<file path="src/rtl/state_poly_tomsg_if.sv">
// rtl/state_poly_tomsg_if.sv - start/RAM-read/result bundle for state_poly_tomsg
interface state_poly_tomsg_if #(
    parameter int Length   = 12,
    parameter int Msg_size = 256
);
    logic                enable;
    logic [Length-1:0]   iPoly_Data;
    logic                rd_en;
    logic [7:0]          Poly_Ad;
    logic                busy;
    logic                Function_Done;
    logic                oMsg_valid;
    logic [Msg_size-1:0] oMsg_byte_array;

    // master is the packing block (read initiator); slave is the RAM/controller side
    modport master (
        input  enable,
        input  iPoly_Data,
        output rd_en,
        output Poly_Ad,
        output busy,
        output Function_Done,
        output oMsg_valid,
        output oMsg_byte_array
    );

    modport slave (
        output enable,
        output iPoly_Data,
        input  rd_en,
        input  Poly_Ad,
        input  busy,
        input  Function_Done,
        input  oMsg_valid,
        input  oMsg_byte_array
    );
endinterface

</file>
<file path="src/rtl/state_poly_tomsg.sv">
// rtl/state_poly_tomsg.sv - reads 256 coefficients and packs their 1-bit compression into a 32-byte message
module state_poly_tomsg #(
    parameter int KYBER_Q        = 3329,
    parameter int KYBER_N        = 256,
    parameter int KYBER_SYMBYTES = 32,
    parameter int Byte_bits      = 8,
    parameter int Length         = 12,
    parameter int Msg_size       = KYBER_SYMBYTES * Byte_bits,
    parameter int Lo_Th          = 833,
    parameter int Hi_Th          = 2496
) (
    input  logic               clk,
    input  logic               rst_n,
    state_poly_tomsg_if.master bus
);
    typedef enum logic [1:0] {IDLE, READ, DRAIN, DONE} state_t;

    localparam logic [7:0]        LAST_AD = 8'(KYBER_N - 1);
    localparam logic [Length-1:0] Q_L     = Length'(KYBER_Q);
    localparam logic [Length-1:0] LO_L    = Length'(Lo_Th);
    localparam logic [Length-1:0] HI_L    = Length'(Hi_Th);

    state_t              state_q, state_d;
    logic                rd_en_q, rd_en_d;
    logic [7:0]          ad_q, ad_d;
    logic                busy_q, busy_d;
    logic                done_q, done_d;
    logic                valid_q, valid_d;
    logic                v_dly_q, v_dly_d;
    logic [7:0]          a_dly_q, a_dly_d;
    logic [Msg_size-1:0] msg_q, msg_d;

    logic [Length-1:0]   x_red;
    logic                coeff_bit;

    // One conditional subtract covers any 12-bit input below 2Q; the threshold window replaces the rounding divide
    always_comb begin
        x_red = bus.iPoly_Data;
        if (bus.iPoly_Data >= Q_L) begin
            x_red = bus.iPoly_Data - Q_L;
        end
        coeff_bit = (x_red >= LO_L) && (x_red <= HI_L);
    end

    always_comb begin
        state_d = state_q;
        rd_en_d = rd_en_q;
        ad_d    = ad_q;
        busy_d  = busy_q;
        done_d  = done_q;
        valid_d = valid_q;
        v_dly_d = rd_en_q;
        a_dly_d = ad_q;
        msg_d   = msg_q;
        // RAM data arrives one cycle after its address, so writes follow the delayed strobe/address
        if (v_dly_q) begin
            msg_d[a_dly_q] = coeff_bit;
        end
        case (state_q)
            IDLE: begin
                if (bus.enable) begin
                    state_d = READ;
                    rd_en_d = 1'b1;
                    ad_d    = 8'd0;
                    busy_d  = 1'b1;
                    valid_d = 1'b0;
                end
            end
            READ: begin
                if (ad_q == LAST_AD) begin
                    state_d = DRAIN;
                    rd_en_d = 1'b0;
                end else begin
                    ad_d = ad_q + 8'd1;
                end
            end
            DRAIN: begin
                state_d = DONE;
                done_d  = 1'b1;
            end
            DONE: begin
                state_d = IDLE;
                done_d  = 1'b0;
                valid_d = 1'b1;
                busy_d  = 1'b0;
            end
            default: begin
                state_d = IDLE;
            end
        endcase
    end

    always_ff @(posedge clk) begin
        if (!rst_n) begin
            state_q <= IDLE;
            rd_en_q <= 1'b0;
            ad_q    <= 8'd0;
            busy_q  <= 1'b0;
            done_q  <= 1'b0;
            valid_q <= 1'b0;
            v_dly_q <= 1'b0;
            a_dly_q <= 8'd0;
            msg_q   <= '0;
        end else begin
            state_q <= state_d;
            rd_en_q <= rd_en_d;
            ad_q    <= ad_d;
            busy_q  <= busy_d;
            done_q  <= done_d;
            valid_q <= valid_d;
            v_dly_q <= v_dly_d;
            a_dly_q <= a_dly_d;
            msg_q   <= msg_d;
        end
    end

    assign bus.rd_en           = rd_en_q;
    assign bus.Poly_Ad         = ad_q;
    assign bus.busy            = busy_q;
    assign bus.Function_Done   = done_q;
    assign bus.oMsg_valid      = valid_q;
    assign bus.oMsg_byte_array = msg_q;
endmodule

</file>
<file path="src/flat_wrapper.sv">
// flat-port wrapper written by rule: the top's interface ports become plain ports
module state_poly_tomsg_flat 
#(
    parameter int KYBER_Q        = 3329,
    parameter int KYBER_N        = 256,
    parameter int KYBER_SYMBYTES = 32,
    parameter int Byte_bits      = 8,
    parameter int Length         = 12,
    parameter int Msg_size       = KYBER_SYMBYTES * Byte_bits,
    parameter int Lo_Th          = 833,
    parameter int Hi_Th          = 2496
)
  (clk, rst_n, bus_enable, bus_iPoly_Data, bus_rd_en, bus_Poly_Ad, bus_busy, bus_Function_Done, bus_oMsg_valid, bus_oMsg_byte_array);
  state_poly_tomsg_if #(.Length(Length), .Msg_size(Msg_size)) bus_i ();
  input  logic clk;
  input  logic rst_n;
  input wire logic [$bits(bus_i.enable)-1:0] bus_enable;
  input wire logic [$bits(bus_i.iPoly_Data)-1:0] bus_iPoly_Data;
  output wire logic [$bits(bus_i.rd_en)-1:0] bus_rd_en;
  output wire logic [$bits(bus_i.Poly_Ad)-1:0] bus_Poly_Ad;
  output wire logic [$bits(bus_i.busy)-1:0] bus_busy;
  output wire logic [$bits(bus_i.Function_Done)-1:0] bus_Function_Done;
  output wire logic [$bits(bus_i.oMsg_valid)-1:0] bus_oMsg_valid;
  output wire logic [$bits(bus_i.oMsg_byte_array)-1:0] bus_oMsg_byte_array;
  assign bus_i.enable = bus_enable;
  assign bus_i.iPoly_Data = bus_iPoly_Data;
  assign bus_rd_en = bus_i.rd_en;
  assign bus_Poly_Ad = bus_i.Poly_Ad;
  assign bus_busy = bus_i.busy;
  assign bus_Function_Done = bus_i.Function_Done;
  assign bus_oMsg_valid = bus_i.oMsg_valid;
  assign bus_oMsg_byte_array = bus_i.oMsg_byte_array;
  state_poly_tomsg #(.KYBER_Q(KYBER_Q), .KYBER_N(KYBER_N), .KYBER_SYMBYTES(KYBER_SYMBYTES), .Byte_bits(Byte_bits), .Length(Length), .Msg_size(Msg_size), .Lo_Th(Lo_Th), .Hi_Th(Hi_Th)) u_core (.clk(clk), .rst_n(rst_n), .bus(bus_i));
endmodule
</file>
<file path="config.mk">
export PLATFORM = sky130hd
export DESIGN_NAME = state_poly_tomsg_flat
export DESIGN_NICKNAME = d
export VERILOG_FILES = /design/src/rtl/state_poly_tomsg_if.sv /design/src/rtl/state_poly_tomsg.sv /design/src/flat_wrapper.sv
export SDC_FILE = /design/constraint.sdc
export NUM_CORES = 1
export LEC_CHECK = 0
export ABC_CLOCK_PERIOD_IN_PS = 3000
export BUFFER_PORTS_ARGS = -buffer_cell sky130_fd_sc_hd__buf_2
export CORE_MARGIN = 2
export CORE_UTILIZATION = 35
export CTS_CLUSTER_DIAMETER = 150
export DETAILED_ROUTE_END_ITERATION = 8
export PLACE_DENSITY = 0.53
export SLEW_MARGIN = 20
export SYNTH_ARGS = -nofsm -noshare
export SYNTH_HDL_FRONTEND = slang
export SYNTH_SLANG_ARGS = --single-unit
export TNS_END_PERCENT = 100
</file>
<file path="constraint.sdc">
create_clock -name clk -period 3 [get_ports clk]
set_input_delay 0.6 -clock clk [delete_from_list [all_inputs] [get_ports clk]]
set_output_delay 0.6 -clock clk [all_outputs]
set_load 0.03 [all_outputs]
</file>
Yosys cells after proc, flatten, opt, wreduce, memory -nomap -nowiden --
Cells that the tools add are included. Widths: inputs -> output; s select.
Operators by class: $add $sub $neg 2, multiply operators 0, div/mod/pow operators 0, order comparisons 5, eq/ne operators 7, shifts and indexed selects 0, mux-type cells 17, bitwise operators 0, reduce and logical (&&, ||, !) cells 10
Operators with widths (number):
- $bwmux 256 | 1
- $mux 8 | 2
- $pmux 8 s2 | 1
- $ge 12x10->1 const B | 1
- $ge 12x12->1 const B | 1
- $le 12x12->1 const B | 1
- $mux 12 | 1
- $sub 12x12->12 const B | 1
- $lt 8x9->1 const B | 1
- $add 8x1->8 const B | 1
- $demux 1 s8 | 1
- $eq 8x8->1 const B | 1
- $ge 8x1->1 const B | 1
- $pmux 1 s2 | 4
- $pmux 2 s4 | 1
- $reduce_and 3->1 | 2
- $reduce_bool 2->1 | 3
- $eq 2x2->1 const B | 2
- $mux 1 | 4
- $mux 2 | 2
- $ne 2x2->1 const B | 2
- $reduce_and 2->1 | 2
- $eq 2x1->1 const B | 1
- $logic_and 1x1->1 | 2
- other kinds (2) | 2
Storage, ports and cells: register bits after elaboration 279, latch bits 0, RAM bits 0, ROM bits 0, input port bits 15, output and inout port bits 268, word-level logic and storage cells 50, memories 0

Depth between registers and ports, before layout --
depth after elaboration 5, gate-level depth with buffers 11, mapped depth without buffers 9

Worst setup path after synthesis --
No wires, ideal clock.
path kind input to register, start input bus_iPoly_Data[0], end register u_core.msg_q[114] (netlist: u_core.bus.oMsg_byte_array[114]), library setup time 96 ps, arrival 3026 ps, data required time 2904 ps, path slack -122 ps, cell stages on the path 11, buffers on the path 2, path through inv_1 ha_1 or3b_2 o31ai_4 a21oi_2 nand3b_1 a311oi_1 a21bo_2 buf_2 buf_6 o41ai_2
Between the ends: cells in the longest elaborated chain, start to end 5, elaborated cells on any way between the ends 7
Ends and longest elaborated chain:
- start, declared | RTL line flat_wrapper.sv:18 | input wire logic [$bits(bus_i.iPoly_Data)-1:0] bus_iPoly_Data;
- $sub 12x12->12 or $ge 12x12->1 (tied branches) | RTL line state_poly_tomsg.sv:40, state_poly_tomsg.sv:39
- $mux 12 * | RTL line state_poly_tomsg.sv:39 | if (bus.iPoly_Data >= Q_L) begin
- $ge 12x10->1 or $le 12x12->1 (tied branches) | RTL line state_poly_tomsg.sv:42 | coeff_bit = (x_red >= LO_L) && (x_red <= HI_L);
- $logic_and 1x1->1 * | RTL line state_poly_tomsg.sv:42
- $bwmux 256 * | RTL line state_poly_tomsg.sv:57 | msg_d[a_dly_q] = coeff_bit;
- end signal, assigned | RTL line state_poly_tomsg.sv:113 | msg_q <= msg_d;
- end, declared | RTL line state_poly_tomsg.sv:31 | logic [Msg_size-1:0] msg_q, msg_d;
Mark *: on every way between the ends. The rest lies on a longest branch, timed or not. A chain may end at the register's enable or synchronous reset.

Worst setup path in the final report --
start input bus_iPoly_Data[0], end register u_core.msg_q[142] (netlist: u_core.bus.oMsg_byte_array[142])
Same word-level chain as after synthesis.

==> metrics.txt <==
outcome completed; max cap viols 0; ys async rst share 0%; Slowest cell on crit path or3b_4; Post-Syn Instances 1197; cell taking the most area after synthesis dfxtp_1; CTS sink cnt 279; Peak Freq 356 MHz; Rows 71; post-route ant nets 0; dpl hpwl 28100 um; critical path required time 3420 ps; Area Overhead vs Synth 24.6%; H-Tree Depth 2; Final Hold Viols 0; layout cells sized above 1 44.8%; crit end category flip-flop; Routed WL 44900 um; Post-Syn Area per Cell 11.1 sq um; crit path cell chain buf_2 -> inv_2 -> ha_4 -> or3b_4 -> o31ai_4 -> a21oi_2 -> nand3b_1 -> a311oi_1 -> a21bo_4 -> buf_12 -> buf_12 -> o31ai_1; Final period util 93.6%; initial antenna violation count 0; wire per inst 23.0 um; largest net degree at the start of global routing 170; Syn Nets 1219; die width 199 um; initial detailed-routing violation count 793; die height 199 um; Global Route Usage Sum 21.9%; unrepaired setup endpoints after global routing no; Tot Pwr 0.00905 W; final core utilization 44.1%; Worst Path Buf+Inv 4; pre-CTS WS -319 ps; Min-Delay Path Depth 2; Slew headroom 31.1%; 1st-pass router iterations 5; Worst Tran Pin Value 1030 ps; Via Count 11375; fin crit period 2810 ps; Final Wtd Congestion 0.862; family with the most delay on the worst path compound AO/OA/AOI/OAI gates; sequential area share after synthesis 41.9%; vias in the first global route 10437; io pins 283; P per Cell Area 545 nW/um^2; slowest stage delay, CP 390 ps; number of enable flip-flop cells after synthesis 0; CTS root buffer clkbuf_16; YS warnings 0; Final Non-Filler Cells 1955; synth top area cells dfxtp_1 (42%), o41ai_2 (26%), o211ai_1 (13%); number of inserted diodes 0; CP startpoint bus_iPoly_Data[0]; Main synth FF type dfxtp_1; clock slew at reported path FFs 60 ps; Crit Path Max Fanout 32; R2R depth 7; Crit path top cell by count buf_12; critical path data arrival time 3230 ps; nets@finish 1442; Final setup viols 0; Hold Crit Start u_core.bus.oMsg_byte_array[131]; clk_lat worst skew 520 ps; Distinct cells, synth 45; Leakage Power 7.04 nW; RR Startpoint u_core.bus.Poly_Ad[0]; initial core utilization 35.4%; Peak VDD IR 272 uV; vias per cell 5.82; max-slew violations 0; top cell type's share of synthesized area 41.9%; Residual DRC 0; placed cell count 1894; CTS Buf Count 35; global-route wire length before repair 66800 um; Startpoint Class input pin; total gr overflow 0; setup ws final 193 ps; Cell Area, Synth 13300 sq um; Bufs on Longest Clock Path 3; CTS tree done; Port Buf Inserts 282; Hold Buf Count CTS 0; critical path class in -> reg; Die Footprint 39600 sq um; post-synthesis register bit count 279; Layout Skew 15.2 ps; Stages on worst setup path 12; core footprint 37600 sq um; Worst Hold Class reg -> reg
## routing by layer
| layer | vias to the layer above | global-route usage (%) | part of all wire, % |
|---|---|---|---|
| met5 | - | 0 | 0 |
| met4 | 0 | 7.52 | 2.9 |
| met3 | 72 | 5.55 | 7.0 |
| met2 | 361 | 33.4 | 45 |
| met1 | 5656 | 30.0 | 45 |
| li1 | 5286 | - | - |
## power by group
part / internal (W) / switching [W]
combinational: 0.000261 / 0.000667
clock: 0.00268 / 0.00164
sequential: 0.00375 / 0.0000551
## tightest hold or removal path: cells and delay by family, from the launching register on
family           cells  cell delay (ps)
flip-flops           1              300
AND/OR/NAND/NOR      1               60
AO/OA/AOI/OAI        1               50
## flip-flops by register name (all words and copies together), names as in the netlist
name and count:
u_core.bus.oMsg_byte_array 256, u_core.a_dly_q 8, u_core.bus.Poly_Ad 8, u_core.state_q 2, u_core.bus.Function_Done 1, u_core.bus.busy 1
u_core.bus.oMsg_valid 1, u_core.bus.rd_en 1, u_core.v_dly_q 1
## cells in the mapped netlist (all sizes together), types with 7 or more instances
| library cell | number |
|---|---|
| a21oi | 17 |
| and2 | 11 |
| buf | 52 |
| clkbuf | 119 |
| dfxtp | 279 |
| ha | 7 |
| nand2 | 73 |
| nand2b | 8 |
| nand3 | 43 |
| nor2 | 30 |
| nor2b | 8 |
| nor3 | 12 |
| o211ai | 224 |
| o21ai | 10 |
| o31ai | 33 |
| o41ai | 224 |
## cell families (layout without fill, tap and decap cells)
group / after synthesis / in the layout / share of synthesized area (%)
XOR/XNOR: 6 / 6 / 0.395
AO/OA/AOI/OAI: 519 / 519 / 42.9
buffers and inverters: 177 / 424 / 6.56
adder cells (fa/ha/maj): 7 / 7 / 0.658
AND/OR/NAND/NOR: 209 / 209 / 7.54
flip-flops: 279 / 279 / 41.9
## worst paths after layout
check / endpoint / slack, ps
max: u_core.bus.oMsg_byte_array[142] / 190
min: u_core.bus.oMsg_byte_array[131] / 460
max reg2reg: u_core.bus.Poly_Ad[7] / 720
min reg2reg: u_core.bus.oMsg_byte_array[131] / 460
## per-stage QoR
stage | hold WS (ps) | TNS, ps | instance area [sq um]
floorplan | 469 | 0 | 13400
global placement | 453 | -52100 | 15400
detailed placement | 455 | -57660 | 15400
CTS | 463 | 0 | 16600
global route | 487 | 0 | 16600
finish | 458 | 0 | 16600
## cell usage in the layout (no fill, tap or decap), drive strengths merged, types with 10 or more instances in the layout
cell type	Yosys	routed
buf	52	356
dfxtp	279	279
o211ai	224	224
o41ai	224	224
nand2	73	73
clkbuf	119	52
nand3	43	43
o31ai	33	33
nor2	30	30
a21oi	17	17
nor3	12	12
and2	11	11
o21ai	10	10
## final cells by class
type | instances | area [sq um]
tap | 511 | 639
multi-input combinational | 741 | 6960
clock inverter | 10 | 159
timing repair buffer | 357 | 2210
fill | 3591 | 21000
sequential | 279 | 5590
inverter | 6 | 25.0
clock buffer | 51 | 1010
## what timing repair did
| item | in CTS | in global routing |
|---|---|---|
| gates resized for setup | 0 | 1 |
| setup endpoints to repair | 0 | 4 |
| buffers inserted | 0 | 0 |
(Power assumes the default switching activity.)
